==> src/rtl/risc_toy_pkg.sv <==
// Shared definitions for the risc_toy pipeline: fetch FSM encoding, reset PC
// default, ISA opcode constants and the link-address helper.
package risc_toy_pkg;

    typedef enum logic [1:0] {
        ST_IDLE = 2'd0,
        ST_RUN  = 2'd1,
        ST_HOLD = 2'd2
    } fetch_state_e;

    localparam logic [29:0] RESET_PC_DEFAULT = 30'h0000_0000;

    // Primary opcode field INSTR[31:26], consumed by decode/execute.
    localparam logic [5:0] OP_ADD  = 6'h00;
    localparam logic [5:0] OP_SUB  = 6'h01;
    localparam logic [5:0] OP_AND  = 6'h02;
    localparam logic [5:0] OP_OR   = 6'h03;
    localparam logic [5:0] OP_ADDI = 6'h08;
    localparam logic [5:0] OP_LD   = 6'h10;
    localparam logic [5:0] OP_ST   = 6'h11;
    localparam logic [5:0] OP_BR   = 6'h20;
    localparam logic [5:0] OP_BRL  = 6'h21;
    localparam logic [5:0] OP_J    = 6'h22;
    localparam logic [5:0] OP_JL   = 6'h23;

    // Byte address of the instruction after pc; wraps modulo 2^32.
    function automatic logic [31:0] link_addr(input logic [29:0] pc);
        return {pc + 30'd1, 2'b00};
    endfunction

endpackage

==> src/rtl/risc_toy_fetch.sv <==
// Instruction fetch stage: PC register, IDLE/RUN/HOLD fetch FSM and the
// fetch/decode pipeline register with stall hold and redirect flush.
module risc_toy_fetch
    import risc_toy_pkg::*;
#(
    parameter logic [29:0] RESET_PC = RESET_PC_DEFAULT
) (
    input  logic        CLK,
    input  logic        RSTN,
    output logic        IREQ,
    output logic [29:0] IADDR,
    input  logic [31:0] INSTR,
    input  logic        STALL,
    input  logic        REDIRECT,
    input  logic [29:0] REDIRECT_PC,
    output logic        FD_VALID,
    output logic [31:0] FD_INSTR,
    output logic [29:0] FD_PC,
    output logic [31:0] FD_LINK
);

    fetch_state_e state_r, state_s;
    logic [29:0]  pc_r, pc_s;
    logic         ireq_r;
    logic         fd_valid_r, fd_valid_s;
    logic [31:0]  fd_instr_r, fd_instr_s;
    logic [29:0]  fd_pc_r, fd_pc_s;

    // Next-state and next-datapath logic; a redirect overrides any stall.
    always_comb begin
        state_s    = state_r;
        pc_s       = pc_r;
        fd_valid_s = fd_valid_r;
        fd_instr_s = fd_instr_r;
        fd_pc_s    = fd_pc_r;
        if (REDIRECT) begin
            pc_s       = REDIRECT_PC;
            fd_valid_s = 1'b0;
            fd_instr_s = 32'h0000_0000;
            state_s    = ST_RUN;
        end else begin
            case (state_r)
                ST_IDLE: begin
                    state_s = ST_RUN;
                end
                ST_RUN: begin
                    if (STALL) begin
                        state_s = ST_HOLD;
                    end else begin
                        pc_s       = pc_r + 30'd1;
                        fd_instr_s = INSTR;
                        fd_pc_s    = pc_r;
                        fd_valid_s = 1'b1;
                    end
                end
                ST_HOLD: begin
                    // PC is left alone so the held address is fetched again.
                    if (STALL) begin
                        state_s = ST_HOLD;
                    end else begin
                        state_s = ST_RUN;
                    end
                end
                default: begin
                    state_s = ST_IDLE;
                end
            endcase
        end
    end

    // State, PC, request and fetch/decode register update.
    always_ff @(posedge CLK or negedge RSTN) begin
        if (!RSTN) begin
            state_r    <= ST_IDLE;
            pc_r       <= RESET_PC;
            ireq_r     <= 1'b0;
            fd_valid_r <= 1'b0;
            fd_instr_r <= 32'h0000_0000;
            fd_pc_r    <= 30'h0000_0000;
        end else begin
            state_r    <= state_s;
            pc_r       <= pc_s;
            ireq_r     <= (state_s == ST_RUN);
            fd_valid_r <= fd_valid_s;
            fd_instr_r <= fd_instr_s;
            fd_pc_r    <= fd_pc_s;
        end
    end

    assign IREQ     = ireq_r;
    assign IADDR    = pc_r;
    assign FD_VALID = fd_valid_r;
    assign FD_INSTR = fd_instr_r;
    assign FD_PC    = fd_pc_r;
    assign FD_LINK  = link_addr(fd_pc_r);

endmodule

==> config.mk <==
export PLATFORM = sky130hd
export DESIGN_NAME = risc_toy_fetch
export DESIGN_NICKNAME = d
export VERILOG_FILES = /design/src/rtl/risc_toy_pkg.sv /design/src/rtl/risc_toy_fetch.sv
export SDC_FILE = /design/constraint.sdc
export NUM_CORES = 1
export LEC_CHECK = 0
export ABC_AREA = 1
export BUFFER_PORTS_ARGS = -buffer_cell sky130_fd_sc_hd__buf_2
export CAP_MARGIN = 10
export CORE_AREA = 2 2 138 140
export CTS_BUF_LIST = sky130_fd_sc_hd__clkbuf_2
export CTS_CLUSTER_SIZE = 8
export DETAILED_ROUTE_END_ITERATION = 8
export DIE_AREA = 0 0 140 142
export GPL_TIMING_DRIVEN = 1
export PLACE_DENSITY = 0.64
export SLEW_MARGIN = 15
export SYNTH_ARGS = -nofsm -noshare
export SYNTH_HDL_FRONTEND = slang
export SYNTH_SLANG_ARGS = --single-unit
==> constraint.sdc <==
create_clock -name CLK -period 2.3 [get_ports CLK]
set_input_delay 0.69 -clock CLK [delete_from_list [all_inputs] [get_ports CLK]]
set_output_delay 0.69 -clock CLK [all_outputs]
set_load 0.005 [all_outputs]
Word-level counts from Yosys, hierarchy flattened
Index checks and enable logic that the tools add are counted.

storage, ports and cells
  bits in registers = 96
  input bits = 66
  output and inout bits = 126
  logic and storage cells = 31

operators by class
  $add $sub $neg = 2
  eq/ne operators = 4
  muxes and demuxes = 13
  bitwise logic cells = 2
  reductions and logical operators = 4

operators by type and width
  cell                     number
  $mux W32                 3
  $mux W30                 3
  $add A30 B1 Y30 const B  2
  $mux W2                  3
  $pmux W2 S3              1
  $eq A2 B1 Y1 const B     2
  $mux W1                  3
  $reduce_and A3 Y1        1
  $eq A2 B2 Y1 const B     1
  $logic_not A2 Y1         1
  $ne A2 B1 Y1 const B     1
  $not A1 Y1               2
  $reduce_and A2 Y1        1
  $reduce_bool A2 Y1       1

Depth between registers and ports, before layout
Gate-level depths: netlist of run 1.

  depth in word-level cells = 4
  mapped depth = 10
  gate-level depth less buffers = 10

Least setup slack after synthesis of run 1
Ideal clock, no wire load.

  kind = reg2out
  start = reg fd_pc_r[1] (netlist: FD_PC[1])
  end = out FD_LINK[18]
  data arrival time = 1.380 ns
  data required time = 1.610 ns
  slack = 0.230 ns
  stages on the path, launching flop included = 9
  cells stage by stage = dfrtp_1 ha_1 nand3_2 nor2_2 nand2_2 nor2_4 nand2_4 nor2_2 xor2_1

between the ends
  longest elaborated chain between the ends = 1

RTL lines
  element                 line                  source
  from (decl)             risc_toy_fetch.sv:27  logic [29:0] fd_pc_r, fd_pc_s;
  from (signal assigned)  risc_toy_fetch.sv:86  fd_pc_r <= fd_pc_s;
  $add A30 B1 Y30         risc_toy_pkg.sv:28    return {pc + 30'd1, 2'b00};
  to (decl)               risc_toy_fetch.sv:19  output logic [31:0] FD_LINK

No other way between the ends.

Final worst setup path of run 1
  start = reg fd_pc_r[0] (netlist: FD_PC[0])
  end = out FD_LINK[21]

The elaborated chain is that of the path after synthesis.

==> results of run 1 <==
where the power goes:
group | leakage [nW] | switching [mW] | internal, mW
clock | 0.106 | 0.611 | 0.587
combinational | 2.59 | 1.00 | 0.842
sequential | 1.19 | 0.347 | 1.95
sequential cells by signal, summed over array words and instances, names as in the netlist:
name and flops:
FD_INSTR 32, FD_PC 30, state_r 2, FD_VALID 1, IREQ 1, IADDR 30
cell families after synthesis:
kind of cell | count (synthesis) | synth area share
AOI/OAI and AO/OA | 103 | 0.126
xor gates and xnor gates | 25 | 0.0406
adders and majority gates | 2 | 0.00464
buffers and inverters | 90 | 0.0708
DFF | 96 | 0.446
other | 1 | 0.000696
and+or+nand+nor | 394 | 0.312
metal layers:
metal,track usage,vias to the layer above
met2,0.293,243
met3,0.0501,56
met1,0.235,2637
met4,0.104,4
li1,-,2788
met5,0,-
cell usage in the layout, fill, tap and decap left out, drive strengths merged, types with 15 or more instances in the layout:
master  count
buf       248
nand2     228
dfrtp      96
nor2       95
inv        62
nand3      39
o21ai      38
a22o       32
xor2       17
nor3       15
worst max path at each step:
stage / end / slack, ps / cells past startpoint
floorplan: FD_LINK[18] / 230 / 8
global placement: FD_LINK[31] / 30 / 9
detailed placement: FD_LINK[31] / 10 / 8
CTS: FD_LINK[20] / -580 / 9
global route: FD_LINK[20] / -680 / 9
finish: FD_LINK[21] / -530 / 6
metrics by stage:
step            util  area [µm²]  instances  setup WS (ps)  TNS (ps)
6_report       0.407        7500       1185           -528    -10970
4_1_cts        0.399        7360       1177           -584    -11280
3_5_place_dp   0.365        6730       1131           12.1         0
2_1_floorplan      -        5390        712            230         0
3_3_place_gp   0.365        6730       1131           25.9         0
5_1_grt        0.407        7500       1184           -677    -15380
area by class of cell:
type / instances / area (µm²) / area share
multi-input combinational: 526 / 2890 / 0.384
sequential: 96 / 2410 / 0.322
timing repair buffer: 249 / 1480 / 0.198
tap: 234 / 293 / 0.0390
inverter: 63 / 243 / 0.0323
clock inverter: 5 / 129 / 0.0172
clock buffer: 11 / 55.1 / 0.00734
antenna: 1 / 2.50 / 0.000333
critical path, delay by kind of cell (launching register included):
| kind | cells | cell delay [ps] |
|---|---|---|
| xor gates and xnor gates | 1 | 240 |
| buffers and inverters | 3 | 510 |
| DFF | 1 | 470 |
| and+or+nand+nor | 2 | 310 |
what timing repair did:
item,in CTS,in global routing
gates resized for setup,65,21
gates cloned,0,0
hold buffers,1,0
endpoints found under the setup margin,28,29
hold endpoints to repair,28,0
pin swaps,25,15
buffers inserted,29,7
==> impl_metrics.toml, run 1 <==
[status]
outcome = "finished, violations left"
violations = "DRC, setup timing"

[clock_network]
cts_sinks = 96
clk_latency_ps = 610
cts_max_level = 3
cts_made_buffers = 9
clockRootBuffer = "clkbuf_2"
cts_tree = "done"
path_clk_slew_ps = 280
cts_buffer_depth = 2

[route]
top_layer = "met5"
drtIter0Drc = 284
wl_um = 18800
met3_length_um = 1580
met1_length_um = 7960
avgViaCountPerCell = 4.83
met2_length_um = 8450
vias = 5728
drc_errors = 30
dr.pass1.iters = 7
wl_per_cell_um = 15.8
postRouteAntennaNets = 0

[global_route]
grt_max_degree = 46
grt_pass1_vias = 5393
overflow = 0
track_usage = 0.187
grt_first_pass_wirelength_um = 28800
antenna_found_initial = 2

[synthesis]
post_synth.cell_area_avg_um2 = 7.58
synth-edff-count = 0
ys_warn_count = 0
synth_ff_type = "dfrtp_1"
synthTopCellsByCount = "nand2_1 (223), dfrtp_1 (96), nor2_1 (84), inv_1 (60), nand3_1 (37)"
syn_area_mm2 = 0.00539
synth_top_cell_by_area = "dfrtp_1"
synth.yosys.seq_area_share = 0.446
synthCells = 711
yosysMostFrequentCell = "nand2_1"
yosysUniqueCellTypes = 37
synthTopCellsByArea = "dfrtp_1 (45%), nand2_1 (16%), nor2_1 (5.9%), a22o_1 (5.2%), inv_1 (4.2%)"
synth_top_area_share = 0.446
synthArstFlopShare = 1.00
synth-seq-cells = 96

[die]
initial_core_util = 0.292
coreArea_mm2 = 0.0185
die_w_um = 140
ios = 192
dieHeight_um = 142
die-area_mm2 = 0.0199
rows = 50

[timing]
finalCritPeriodShare = 1.23
holdWs_ps = 265
final-hold-violation-count = 0
skew_ps = 31.4
worst_slack_ps = -528
setup_viol = 28
maxSlewViolCount = 0
period_minus_slack_ps = 2830
fmax_mhz = 354
rsz0062_at_grt = "true"

[worst_setup_path]
crit_path_start = "FD_PC[0]"
crit_path_max_incr_delay_ps = 470
r2r_cells = 10
r2r_setup_slack_ps = 530
crit_type = "reg2out"
cp.required_ps = 1610
cp_cell_sequence = "buf_4 > nand3_4 > buf_4 > nor3_2 > xor2_1 > buf_2"
cp-end-kind = "output port"
r2r_end = "IADDR[6]"
crit_arrival_ps = 2140
crit_fanout = 4
start_kind = "register"
cpMostUsedCell = "buf_4"
crit_slowest_cell = "dfrtp_1"
r2r_start = "IADDR[1]"

[placed_design]
portBuffers = 189
gp_congestion = 0.958
dp_hpwl_um = 13500

[final_layout]
area_delta_synth_final_pct = 39.3
nets = 1013
drive_above_1_share = 0.364
fill_cells = 1858

[job]
cap_violations = 0

[power]
cellPowerDensity_mw_per_mm2 = 711
leakage_nw = 3.89
p_total_mw = 5.34
vdd_drop_max_uv = 309

[hold_path]
holdPathStages = 3
hold_start = "REDIRECT_PC[0]"
min_path_type = "in2reg"
hold_path_end = "IADDR[0]"
Note: power is estimated with default switching activity, not from simulation.
==> inputs of run 2 (changes only) <==
--- a/config.mk
+++ b/config.mk
@@ -5,16 +5,17 @@
 export SDC_FILE = /design/constraint.sdc
 export NUM_CORES = 1
 export LEC_CHECK = 0
-export ABC_AREA = 1
+export ABC_AREA = 0
 export BUFFER_PORTS_ARGS = -buffer_cell sky130_fd_sc_hd__buf_2
 export CAP_MARGIN = 10
-export CORE_AREA = 2 2 138 140
+export CORE_AREA = 2 2 131 133
 export CTS_BUF_LIST = sky130_fd_sc_hd__clkbuf_2
 export CTS_CLUSTER_SIZE = 8
 export DETAILED_ROUTE_END_ITERATION = 8
-export DIE_AREA = 0 0 140 142
+export DIE_AREA = 0 0 133 135
 export GPL_TIMING_DRIVEN = 1
-export PLACE_DENSITY = 0.64
+export PLACE_DENSITY = 0.65
+export SKIP_LAST_GASP = 1
 export SLEW_MARGIN = 15
 export SYNTH_ARGS = -nofsm -noshare
 export SYNTH_HDL_FRONTEND = slang
==> run 2 against run 1 <==
Compared with the run above: largest cell class is now sequential cells; maximum frequency down 2.6%; the run ends with setup timing left; highest routed layer unchanged; clock-buffer cell count down 2; via count down 19%; sequential power down 7%; wire length decreased by 22%; clock skew decreased by 3.0 ps; synthesized cell count shrank 29%; critical path depth rose by 1; critical endpoint is now FD_LINK[31]; register-to-register slack lost 350 ps; clock power down 27%; non-clock buffer count is the same.
==> impl_metrics.toml, run 2 <==
[status]
outcome = "finished, violations left"
violations = "setup timing"

[route]
wl_per_cell_um = 15.2
vias = 4628
drc_errors = 0
dr.pass1.iters = 4
wl_um = 14700
drtIter0Drc = 197
postRouteAntennaNets = 0
avgViaCountPerCell = 4.80

[timing]
period_minus_slack_ps = 2900
finalCritPeriodShare = 1.26
setup_viol = 28
holdWs_ps = 265
maxSlewViolCount = 0
skew_ps = 28.4
final-hold-violation-count = 0
rsz0062_at_grt = "true"
fmax_mhz = 344
worst_slack_ps = -603

[final_layout]
fill_cells = 1642
area_delta_synth_final_pct = 37.7
final_cell_mix = "buf_2 (189), nand2_1 (102), dfrtp_1 (95)"
nets = 806
multiInputGateArea_mm2 = 0.00239
mostFrequentLayoutCell = "buf_2"
seq_area_mm2 = 0.00240
drive_above_1_share = 0.417
largest_reg_flops = 32

[die]
die_w_um = 133
die-area_mm2 = 0.0180
rows = 47
coreArea_mm2 = 0.0164
initial_core_util = 0.295
dieHeight_um = 135
ios = 192

[synthesis]
synth-seq-cells = 96
post_synth.cell_area_avg_um2 = 9.54
ys_warn_count = 0
synthArstFlopShare = 1.00
syn_area_mm2 = 0.00485
yosysMostFrequentCell = "nand2_1"
synthTopCellsByArea = "dfrtp_1 (50%), nand2_1 (8.0%), mux2_2 (6.7%), xnor2_1 (5.2%), a21oi_1 (3.4%)"
synthTopCellsByCount = "nand2_1 (103), dfrtp_1 (96), a21oi_1 (33), mux2_2 (29), xnor2_1 (29)"
synth.yosys.seq_area_share = 0.496
synthCells = 508
synth_ff_type = "dfrtp_1"
synth-edff-count = 0
synth_top_area_share = 0.496
synth_top_cell_by_area = "dfrtp_1"
yosysUniqueCellTypes = 43

[global_route]
track_usage = 0.164
grt_max_degree = 49
overflow = 0
grt_first_pass_wirelength_um = 23100
antenna_found_initial = 3
grt_pass1_vias = 4545

[power]
vdd_drop_max_uv = 364
cellPowerDensity_mw_per_mm2 = 668
leakage_nw = 3.09
p_total_mw = 4.46

[clock_network]
cts_made_buffers = 9
cts_tree = "done"
clockRootBuffer = "clkbuf_2"
cts_sinks = 96
cts_buffer_depth = 2
cts_max_level = 3
path_clk_slew_ps = 270
clk_latency_ps = 610

[worst_setup_path]
start_kind = "register"
crit_arrival_ps = 2210
cp.required_ps = 1610
crit_type = "reg2out"
cp-end-kind = "output port"
crit_fanout = 5

[placed_design]
portBuffers = 189
dp_hpwl_um = 10700
gp_congestion = 0.802

[hold_path]
min_path_type = "in2reg"

[job]
cap_violations = 0
run 2: cell count changes after synthesis, moves of 13 or more:
cell / previous run / this run
a21oi_1: 12 / 33
o21ai_0: 29 / 14
a22o_1: 32 / 0
clkbuf_1: 5 / 25
or4_1: 0 / 16
xnor2_1: 8 / 29
inv_1: 60 / 6
nand2_1: 223 / 103
mux2_2: 0 / 29
nand3_1: 37 / 24
nor2_1: 84 / 21
run 2: logic make-up after synthesis:
group                    synth area share
AND/OR/NAND/NOR                     0.232
XOR/XNOR                           0.0705
AO/OA/AOI/OAI                      0.0927
buffers and inverters              0.0320
multiplexers                       0.0695
flip-flops                          0.496
adder cells (fa/ha/maj)           0.00723
other                            0.000774
run 2: cell type report:
| type | instances | area share |
|---|---|---|
| diodes | 1 | 0.000375 |
| clock buffers | 9 | 0.00675 |
| clock inverters | 7 | 0.0118 |
| inverters | 7 | 0.00394 |
| multi-input cells | 375 | 0.358 |
| flip-flops and latches | 96 | 0.360 |
| well taps | 220 | 0.0412 |
| repair buffers | 249 | 0.218 |
run 2: critical path: stages (launching register included):
cell     delay [ps]
dfrtp_1         420
nand4_1         100
buf_6           140
nor4_4          340
buf_6           180
nand4_1         110
xnor2_1         180
buf_2           130
run 2: timing repair:
| item | CTS | global route |
|---|---|---|
| pin swaps | 9 | 10 |
| gates resized for setup | 16 | 9 |
| hold endpoints to repair | 15 | 0 |
| gates cloned | 0 | 1 |
| hold buffers | 1 | 0 |
| buffers inserted | 5 | 1 |
| setup endpoints to repair | 28 | 32 |
run 2: stage by stage:
step                cell area (µm²)  setup TNS, ps  setup WS (ps)  instances   util
finish                         6680         -12170           -603        964  0.407
global route                   6670         -17650           -809        963  0.407
CTS                            6620         -14740           -681        961  0.404
detailed placement             6390           -872          -96.1        940  0.390
global placement               6390           -471          -81.2        940  0.390
floorplan                      4860              0           12.7        509      -
run 2: path summary, 6_finish.rpt:
check,slack [ps],depth (start not counted),end,start
setup / recovery,-600,7,FD_LINK[31],FD_PC[6]
hold / removal,260,3,FD_INSTR[2],INSTR[2]
setup reg to reg,180,5,IADDR[23],state_r[1]
hold reg to reg,540,2,FD_INSTR[1],FD_INSTR[1]
max in group asynchronous,1140,3,IADDR[14],RSTN
min in group asynchronous,450,2,FD_INSTR[16],RSTN
run 2: where the power goes:
part,internal [mW],leakage [nW],switching (mW)
registers,1.92,1.18,0.216
clock network,0.259,0.0651,0.615
logic,0.758,1.84,0.691
run 2: per-layer routing:
metal  global-route usage  wire length, µm
met5                    0               33
met4               0.0556              206
met3               0.0503             1060
met2                0.274             6990
met1                0.201             6370
==> inputs of run 3 (changes only) <==
--- a/config.mk
+++ b/config.mk
@@ -8,14 +8,13 @@
 export ABC_AREA = 0
 export BUFFER_PORTS_ARGS = -buffer_cell sky130_fd_sc_hd__buf_2
 export CAP_MARGIN = 10
-export CORE_AREA = 2 2 131 133
+export CORE_AREA = 2 2 102 104
 export CTS_BUF_LIST = sky130_fd_sc_hd__clkbuf_2
 export CTS_CLUSTER_SIZE = 8
 export DETAILED_ROUTE_END_ITERATION = 8
-export DIE_AREA = 0 0 133 135
-export GPL_TIMING_DRIVEN = 1
-export PLACE_DENSITY = 0.65
-export SKIP_LAST_GASP = 1
+export DIE_AREA = 0 0 104 106
+export GPL_TIMING_DRIVEN = 0
+export PLACE_DENSITY = 0.92
 export SLEW_MARGIN = 15
 export SYNTH_ARGS = -nofsm -noshare
 export SYNTH_HDL_FRONTEND = slang
==> run 3 against run 2 <==
Compared with the run above: the flow still finishes with violations (setup timing); worst hold slack got worse by 260 ps; flip-flop and latch count unchanged; combinational power increased by 3%; global-route usage increased by 11 points; clock-buffer cell count unchanged; largest cell class unchanged; highest routed layer is now met4.
==> impl_metrics.toml, run 3 (synthesis gave the netlist of run 2 again) <==
[status]
outcome = "finished, violations left"
violations = "setup timing"

[global_route]
grt_pass1_vias = 4700
grt_first_pass_wirelength_um = 23700
track_usage = 0.271
grt_use_met3 = 0.0619
grt.busiest_layer = "met2"
antenna_found_initial = 2
use_met1 = 0.319
overflow = 0
grt_max_degree = 63
use_met2 = 0.471

[worst_setup_path]
cp.required_ps = 1610
path_buf_inv = 5
start_kind = "register"
cp-end-kind = "output port"
crit_arrival_ps = 2230
crit_slowest_cell = "dfrtp_1"
cpMostUsedCell = "buf_6"
crit_path_max_incr_delay_ps = 440
crit_type = "reg2out"
cp_cell_sequence = "buf_6 > ha_4 > nand2_4 > nor4_4 > buf_6 > buf_6 > buf_4 > xor2_1 > buf_2"
crit_fanout = 6
cp_top_family = "buffers and inverters"

[die]
die_w_um = 104
rows = 37
dieHeight_um = 106
ios = 192
coreArea_mm2 = 0.0100
initial_core_util = 0.485
die-area_mm2 = 0.0110

[final_layout]
final_cell_mix = "buf_2 (191), nand2_1 (102), dfrtp_1 (78)"
nets = 815
drive_above_1_share = 0.424
area_delta_synth_final_pct = 36.5
mostFrequentLayoutCell = "buf_2"
largest_reg_flops = 32

[power]
p_total_mw = 4.62
combPwrFrac = 0.324
p_sw_frac = 0.341
leakage_nw = 3.07
switchingPower_mw = 1.57
vdd_drop_max_uv = 333
p_int_mw = 3.05
cellPowerDensity_mw_per_mm2 = 698
seqPwrFrac = 0.476
clkPwrFrac = 0.200

[timing]
worstMarginPinSlew_ps = 572
worst_slack_ps = -616
setup_viol = 28
maxSlewViolCount = 0
tns_ps = -12900
skew_ps = 42.2
fmax_mhz = 343
finalCritPeriodShare = 1.27
holdWs_ps = 8.80
period_minus_slack_ps = 2920
max_slew_margin = 0.619
rsz0062_at_grt = "true"
final-hold-violation-count = 0

[clock_network]
cts_made_buffers = 9
cts_buffer_depth = 2
holdBufCountCts = 0
clk_latency_ps = 570
clockRootBuffer = "clkbuf_2"
cts_max_level = 3
cts_tree = "done"
cts_sinks = 96
path_clk_slew_ps = 290

[hold_path]
min_path_type = "in2async"

[route]
drc_errors = 0
wl_per_cell_um = 17.7
avgViaCountPerCell = 5.71
wl_um = 15800
vias = 5086
dr.pass1.iters = 5
postRouteAntennaNets = 0
drtIter0Drc = 446

[placed_design]
gp_congestion = 0.849
dp_hpwl_um = 10300
portBuffers = 189

[job]
cap_violations = 0
## run 3: cell types whose count changed in the layout (fill, tap and decap cells not counted), sizes merged
cell and change:
bufinv +1, clkinvlp -3, dlygate4sd3 -1, buf -12
clkinv +4, clkbuf +22, diode +2, inv -2
## run 3: power groups by stage
stage	Sequential, mW	Combinational (mW)	Clock [mW]
after global routing	2.23	1.61	1.02
after floorplan	2.22	0.546	0
after CTS	2.18	1.40	0.926
final	2.20	1.50	0.923
after detailed placement	2.27	1.15	0
after global placement	2.25	1.10	0
## run 3: layout make-up
type                            instances  area [µm²]
Clock inverter                          7        86.3
Inverter                                7        26.3
Multi-Input combinational cell        375        2420
Buffer                                 28         130
Sequential cell                        96        2420
Clock buffer                            9        45.0
Fill cell                             762        3380
Antenna cell                            3        7.51
Timing Repair Buffer                  230        1300
Tap cell                              136         170
## run 3: worst paths after layout
check | startpoint | endpoint | slack [ps] | cells after the start
hold / removal | RSTN | FD_PC[11] | 9 | 1
min in group CLK | REDIRECT_PC[14] | IADDR[14] | 310 | 3
hold reg to reg | FD_INSTR[10] | FD_INSTR[10] | 530 | 2
setup reg to reg | IADDR[1] | IADDR[24] | 90 | 6
setup / recovery | FD_PC[1] | FD_LINK[14] | -620 | 9
max in group asynchronous | RSTN | FD_INSTR[13] | 1560 | 2
## run 3: worst reg2reg max path, cell delays in order (launching register included)
cell and delay (ps):
dfrtp_1 480, ha_1 180, nor4bb_1 230, clkbuf_2 270, nand2_1 270, or4_1 560, a31oi_1 170
## run 3: stage by stage
stage | utilization | cell area [µm²] | setup WS, ps | instances
finish | 0.662 | 6620 | -616 | 891
CTS | 0.646 | 6460 | -594 | 876
global route | 0.661 | 6610 | -713 | 889
global placement | 0.597 | 5970 | -583 | 834
detailed placement | 0.600 | 6000 | -647 | 835
floorplan | - | 4860 | 12.7 | 509
## run 3: per-layer routing
metal	vias up	share of wire
li1	2280	-
met1	2369	0.37
met2	353	0.49
met3	84	0.096
met4	0	0.047
met5	-	0
## run 3: timing repair
item / 4_1_cts / 5_1_grt
setup endpoints to repair: 60 / 66
setup buffers: 26 / 16
gates resized for setup: 40 / 20
pin swaps: 15 / 9
